**src/rtl/rholang_ccn_pkg.sv**
```systemverilog
// Shared types and widths for the CCN receive path of each FPU.
package rholang_ccn_pkg;

    localparam int CH_W  = 8;
    localparam int MSG_W = 32;
    localparam int CNT_W = 5;

    typedef enum logic [1:0] {
        IDLE   = 2'd0,
        SEARCH = 2'd1,
        WAIT   = 2'd2,
        RESP   = 2'd3
    } recv_state_t;

    typedef struct packed {
        logic             valid;
        logic [CH_W-1:0]  channel_id;
        logic [MSG_W-1:0] message;
    } recv_entry_t;

endpackage

```
**src/rtl/recv_match_prio_enc.sv**
```systemverilog
// Lowest-index priority encoder over (valid & match) bits.
// Purely combinational; also used by the send-side lookup.
module recv_match_prio_enc #(
    parameter int  DEPTH = 8,
    localparam int IDX_W = (DEPTH > 1) ? $clog2(DEPTH) : 1
) (
    input  logic [DEPTH-1:0] valid_i,
    input  logic [DEPTH-1:0] match_i,
    output logic             hit_o,
    output logic [IDX_W-1:0] hit_idx_o
);

    // Walk from the top down so the lowest qualifying index wins.
    always_comb begin
        hit_o     = 1'b0;
        hit_idx_o = '0;
        for (int i = DEPTH - 1; i >= 0; i--) begin
            if (valid_i[i] && match_i[i]) begin
                hit_o     = 1'b1;
                hit_idx_o = IDX_W'(i);
            end
        end
    end

endmodule

```
**src/rtl/fpu_recv_match_buffer.sv**
```systemverilog
// Per-FPU receive buffer: absorbs CCN deliveries into an age-ordered
// compacting queue and serves blocking receive-on-channel requests with
// the oldest matching message.
module fpu_recv_match_buffer #(
    parameter int DEPTH = 8,
    parameter int CH_W  = 8,
    parameter int MSG_W = 32
) (
    input  logic             clk,
    input  logic             reset,
    input  logic [CH_W-1:0]  ccn_recv_channel_id,
    input  logic [MSG_W-1:0] ccn_recv_message,
    input  logic             ccn_recv_valid,
    output logic             ccn_recv_ready,
    input  logic             req_valid,
    input  logic [CH_W-1:0]  req_channel_id,
    output logic             req_ready,
    input  logic             req_cancel,
    output logic             rsp_valid,
    output logic [CH_W-1:0]  rsp_channel_id,
    output logic [MSG_W-1:0] rsp_message,
    input  logic             rsp_ready,
    output logic [4:0]       debug_occupancy,
    output logic             debug_overflow,
    output logic [1:0]       debug_state
);

    import rholang_ccn_pkg::*;

    localparam int         IDX_W   = $clog2(DEPTH);
    localparam logic [4:0] DEPTH_C = 5'(DEPTH);

    // Same layout as recv_entry_t, sized by this instance's parameters.
    typedef struct packed {
        logic             valid;
        logic [CH_W-1:0]  channel_id;
        logic [MSG_W-1:0] message;
    } entry_t;

    entry_t           ent_q [DEPTH];
    entry_t           ent_d [DEPTH];
    logic [4:0]       count_q, count_d, cnt_rm;
    recv_state_t      state_q, state_d;
    logic [CH_W-1:0]  chan_q, chan_d;
    logic [CH_W-1:0]  rsp_ch_q, rsp_ch_d;
    logic [MSG_W-1:0] rsp_msg_q, rsp_msg_d;
    logic             ovf_q, ovf_d;
    logic             hit_q, scan_vld_q, scan_vld_d;
    logic [IDX_W-1:0] idx_q;
    logic             remove, ins_ok;

    logic [DEPTH-1:0] valid_vec, match_vec;
    logic             scan_hit;
    logic [IDX_W-1:0] scan_idx;

    // Match vector over registered entries only; a same-cycle arrival is
    // seen by the scan one cycle later.
    always_comb begin
        valid_vec = '0;
        match_vec = '0;
        for (int i = 0; i < DEPTH; i++) begin
            valid_vec[i] = ent_q[i].valid;
            match_vec[i] = (ent_q[i].channel_id == chan_q);
        end
    end

    recv_match_prio_enc #(.DEPTH(DEPTH)) u_prio (
        .valid_i   (valid_vec),
        .match_i   (match_vec),
        .hit_o     (scan_hit),
        .hit_idx_o (scan_idx)
    );

    // Request FSM. The scan result is registered, so the encoder never sits
    // in front of the shift network. scan_vld_q marks a result that was
    // computed against the currently latched channel.
    always_comb begin
        state_d    = state_q;
        chan_d     = chan_q;
        rsp_ch_d   = rsp_ch_q;
        rsp_msg_d  = rsp_msg_q;
        scan_vld_d = 1'b1;
        remove     = 1'b0;
        req_ready  = 1'b0;
        rsp_valid  = 1'b0;
        unique case (state_q)
            IDLE: begin
                req_ready = 1'b1;
                if (req_valid) begin
                    chan_d     = req_channel_id;
                    scan_vld_d = 1'b0;
                    state_d    = SEARCH;
                end
            end
            SEARCH, WAIT: begin
                if (req_cancel) begin
                    state_d = IDLE;
                end else if ((state_q == WAIT || scan_vld_q) && hit_q) begin
                    remove    = 1'b1;
                    rsp_ch_d  = ent_q[idx_q].channel_id;
                    rsp_msg_d = ent_q[idx_q].message;
                    state_d   = RESP;
                end else if (scan_vld_q) begin
                    state_d = WAIT;
                end
            end
            RESP: begin
                rsp_valid = 1'b1;
                if (rsp_ready) state_d = IDLE;
            end
            default: state_d = IDLE;
        endcase
    end

    // Buffer next state: compact above the removed slot, then append at the
    // post-removal tail so a same-cycle insert+remove keeps count steady.
    always_comb begin
        ins_ok  = ccn_recv_valid && ((count_q < DEPTH_C) || remove);
        ovf_d   = ovf_q | (ccn_recv_valid && (count_q >= DEPTH_C) && !remove);
        cnt_rm  = count_q - {4'b0, remove};
        count_d = cnt_rm + {4'b0, ins_ok};
        for (int i = 0; i < DEPTH; i++) ent_d[i] = ent_q[i];
        for (int i = 0; i < DEPTH - 1; i++) begin
            if (remove && (i >= int'(idx_q))) ent_d[i] = ent_q[i+1];
        end
        if (remove) ent_d[DEPTH-1] = '0;
        for (int i = 0; i < DEPTH; i++) begin
            if (ins_ok && (cnt_rm == 5'(i))) begin
                ent_d[i] = '{valid: 1'b1, channel_id: ccn_recv_channel_id,
                             message: ccn_recv_message};
            end
        end
    end

    // State, buffer and response registers with synchronous active-low reset.
    always_ff @(posedge clk) begin
        if (!reset) begin
            state_q    <= IDLE;
            count_q    <= '0;
            chan_q     <= '0;
            rsp_ch_q   <= '0;
            rsp_msg_q  <= '0;
            ovf_q      <= 1'b0;
            hit_q      <= 1'b0;
            idx_q      <= '0;
            scan_vld_q <= 1'b0;
            for (int i = 0; i < DEPTH; i++) ent_q[i] <= '0;
        end else begin
            state_q    <= state_d;
            count_q    <= count_d;
            chan_q     <= chan_d;
            rsp_ch_q   <= rsp_ch_d;
            rsp_msg_q  <= rsp_msg_d;
            ovf_q      <= ovf_d;
            hit_q      <= scan_hit;
            idx_q      <= scan_idx;
            scan_vld_q <= scan_vld_d;
            for (int i = 0; i < DEPTH; i++) ent_q[i] <= ent_d[i];
        end
    end

    assign ccn_recv_ready  = (count_q < DEPTH_C);
    assign rsp_channel_id  = rsp_ch_q;
    assign rsp_message     = rsp_msg_q;
    assign debug_occupancy = count_q;
    assign debug_overflow  = ovf_q;
    assign debug_state     = state_q;

endmodule

```
**config.mk**
```make
export PLATFORM = sky130hd
export DESIGN_NAME = fpu_recv_match_buffer
export DESIGN_NICKNAME = d
export VERILOG_FILES = /design/src/rtl/rholang_ccn_pkg.sv /design/src/rtl/recv_match_prio_enc.sv /design/src/rtl/fpu_recv_match_buffer.sv
export SDC_FILE = /design/constraint.sdc
export NUM_CORES = 1
export LEC_CHECK = 0
export ABC_CLOCK_PERIOD_IN_PS = 8520
export CAP_MARGIN = 15
export CORE_MARGIN = 5
export CORE_UTILIZATION = 45
export DETAILED_ROUTE_END_ITERATION = 6
export HOLD_SLACK_MARGIN = 0.08
export PLACE_DENSITY = 0.63
export RECOVER_POWER = 100
export SLEW_MARGIN = 15
export SYNTH_ARGS = -nofsm -noshare
export SYNTH_HDL_FRONTEND = slang
export SYNTH_SLANG_ARGS = --single-unit
```
**constraint.sdc**
```tcl
create_clock -name clk -period 8.52 [get_ports clk]
set_clock_uncertainty 0.2 [all_clocks]
set_input_delay 1.704 -clock clk [delete_from_list [all_inputs] [get_ports clk]]
set_output_delay 1.704 -clock clk [all_outputs]
set_load 0.02 [all_outputs]
```
==> key figures <==
Clock tree
  • Clock tree buffer depth: 3
  • Clock slew at reported path FFs: 60 ps
  • Cells resized by post-CTS repair: 0
  • TritonCTS Buffers: 43
  • Clk_lat worst skew: 570 ps
  • Post-CTS Setup Bufs: 0
  • # clock sinks: 389
  • CTS H-tree lvls: 2
  • CTS tree: done
  • CTS Hold Bufs: 0
  • Clock Tree Root: clkbuf_16

Global routing
  • Initial antenna violation count: 3
  • First-pass GRT wire length: 92400 um
  • Largest net degree at the start of global routing: 215
  • Congestion Overflow GR: 0
  • Overall routing resource usage: 24.0%
  • Number of global-route vias before repair: 16.2k

STA
  • Normalized max-slew margin: -267%
  • # setup viols final: 0
  • Unrepaired setup endpoints after global routing: no
  • Fmax: 0.143 GHz
  • Crit path time final: 7010 ps
  • Setup_tns: 0 ps
  • Final hold violations: 0
  • Measured slew at the worst slew-check pin: 5510 ps
  • Period utilization: 82.3%
  • Final worst slack: 1510 ps
  • Max-slew violation count: 219

Routing
  • 1st-iter DRT viols: 1570
  • # DRC: 0
  • Detailed-route via count: 16.5k
  • First-pass DRT Iterations: 5
  • WL/cell: 21.9 um
  • Final WL: 59200 um
  • Vias/cell: 6.09
  • Antenna Nets Post-Route: 0

Worst setup path
  • Crit-path cells: dlygate4sd3_1 -> inv_1 -> buf_12 -> a211oi_1
  • Slowest stage delay, CP: 3790 ps
  • CP max-delay cell: inv_1
  • Worst EP required: 8700 ps
  • Crit start category: input port
  • Worst EP arrival: 7200 ps
  • WS Path Type: input port to flip-flop
  • Crit end category: flip-flop
  • CP delay by family, top: buffers and inverters
  • Critical path fanouts, max: 214
  • Buf/Inv on CP: 3

Logic synthesis
  • Total of warnings raised by yosys: 0
  • Top cell type's share of synthesized area: 39.8%
  • Post-synth EDFFs: 0
  • Synth area leader: dfxtp_1
  • Syn_nets: 2223
  • Top cells by area, synth: dfxtp_1 (40%), mux2i_1 (11%), mux4_2 (8.6%), a211oi_1 (7.7%), nor2_1 (6.2%)
  • FF+latch count, synth: 389
  • Prevailing post-synth register cell: dfxtp_1
  • Synthesized area per cell: 9.06 um^2
  • Async set-or-reset flop fraction in the synthesized netlist: 0%
  • Mapped Area: 0.0196 mm^2
  • Post-Syn Instances: 2162
  • Distinct cells, synth: 46
  • Sequential element share of the synthesized area: 39.8%

Place
  • PortBufs: 104
  • DP Cell Count: 2629
  • RePlAce Congestion: 0.840
  • Setup WS pre-CTS: 2190 ps
  • Post-DP HPWL: 32800 um

Pwr
  • Pwr Density: 194 mW/mm^2
  • Worst VDD drop: 0.000135 V
  • Leak: 7.68 nW

Floorplan
  • Die width: 219 um
  • Core area: 0.0431 mm^2
  • Die extent in y: 219 um
  • # rows: 76
  • Die ar.: 0.0478 mm^2
  • IO Count: 105
  • Initial core utilization: 45.5%

Flow run
  • Max-cap violations: 2

Finish
  • P&R area growth vs syn: 12.1%
  • Layout fillers: 3962
  • Share of cells above drive strength 1: 9.34%
  • Post-layout nets: 2151
  • Number of non-filler instances in the completed layout: 2707

Min path
  • Hold Crit Class: flip-flop to flip-flop

Status
  • Status: finished, violations left
  • Failing checks: capacitance limit, slew limit
[placed cells by master, fill, tap and decap left out, types with 5 or more instances in the layout]
master | synthesis | routed
mux2_2 | 10 | 10
o21ai_0 | 9 | 9
xnor2_1 | 53 | 53
a211oi_1 | 201 | 201
nor2_1 | 325 | 325
nand2_1 | 226 | 224
xor2_1 | 17 | 17
mux2i_1 | 207 | 207
nand4_1 | 14 | 14
a221o_1 | 5 | 5
clkbuf_8 | 0 | 16
clkbuf_1 | 155 | 12
clkdlybuf4s50_1 | 0 | 50
dfxtp_1 | 389 | 386
nor3_1 | 13 | 13
dlygate4sd3_1 | 0 | 54
ha_1 | 7 | 7
a21oi_1 | 66 | 66
clkbuf_16 | 0 | 43
mux4_2 | 75 | 75
a311oi_1 | 115 | 115
nand3_1 | 133 | 131
inv_1 | 9 | 9
buf_4 | 4 | 24
[registers in the layout (all words and copies together) (netlist names)]
register	cells
ent_q	328
debug_overflow	1
rsp_channel_id	8
debug_state	2
hit_q	1
rsp_message	32
scan_vld_q	1
idx_q	3
chan_q	8
debug_occupancy	5
[worst min-delay path, cell delays in order, from the launching register on]
cell and delay [ps]:
dfxtp_1 320, nand3_1 60, a21oi_1 60
[metrics by stage]
stage                     hold slack, ps  instance area [um^2]  util [%]  power (mW)
after floorplan                      249                 19600         -        2.31
after CTS                            279                 22000      51.0        4.28
after global routing                 302                 22000      51.0        4.41
final                                282                 22000      51.0        4.25
after detailed placement             271                 20600      47.8        2.45
after global placement               267                 20600      47.8        2.44
[worst paths after layout]
check | endpoint | cells past startpoint | slack (ps) | from
hold / removal | ent_q[7][28]$_SDFFE_PN0P_ | 2 | 280 | ent_q[7][28]$_SDFFE_PN0P_
hold reg to reg | ent_q[7][28]$_SDFFE_PN0P_ | 2 | 280 | ent_q[7][28]$_SDFFE_PN0P_
setup reg to reg | ent_q[6][9]$_SDFFE_PN0P_ | 9 | 2930 | debug_state[0]$_SDFFE_PN0P_
setup / recovery | ent_q[6][25]$_SDFFE_PN0P_ | 4 | 1510 | reset
[cell families after synthesis]
| kind of cell | after synthesis | share of synthesized area [%] |
|---|---|---|
| simple gates | 739 | 15.8 |
| compound gates | 407 | 15.4 |
| flops | 389 | 39.8 |
| mux | 292 | 19.8 |
| buf+inv | 258 | 5.66 |
| xor+xnor | 70 | 3.13 |
| fa+ha+maj | 7 | 0.447 |
[layout make-up]
class,count,area [um^2],share of cell area [%]
inverters,10,42.5,0.194
multi-input cells,1515,10800,48.9
diodes,1,2.50,0.0114
repair buffers,131,1260,5.76
clock inverters,6,36.3,0.165
well taps,585,732,3.33
clock buffers,70,1340,6.09
flip-flops and latches,389,7800,35.5
[metal layers]
layer / up-vias / track usage, % / share of wire [%]
met1: 8052 / 32.5 / 44
li1: 7699 / - / -
met4: 4 / 6.66 / 2.2
met2: 622 / 39.8 / 46
met3: 104 / 4.38 / 7.4
met5: - / 0 / 0.042
[synth_stat cells (all sizes together) (3+ instances only)]
cell type	instances
nand3	133
mux2	10
a211oi	201
nor4	4
nor2	327
nor3	13
xor2	17
ha	7
mux4	75
a21oi	66
inv	10
dfxtp	389
and2	3
buf	58
nor3b	4
clkbuf	190
o21ai	11
a221o	5
or4	4
a311oi	115
nand4	14
xnor2	53
mux2i	207
nand2	226
[report_power, final]
| group | total (mW) | internal, mW | leakage, nW | switching [mW] |
|---|---|---|---|---|
| registers | 1.97 | 1.89 | 3.15 | 0.0736 |
| logic | 0.446 | 0.191 | 3.84 | 0.256 |
| clock network | 1.84 | 1.07 | 0.678 | 0.772 |
No activity file was read; power rests on OpenSTA's default activity.
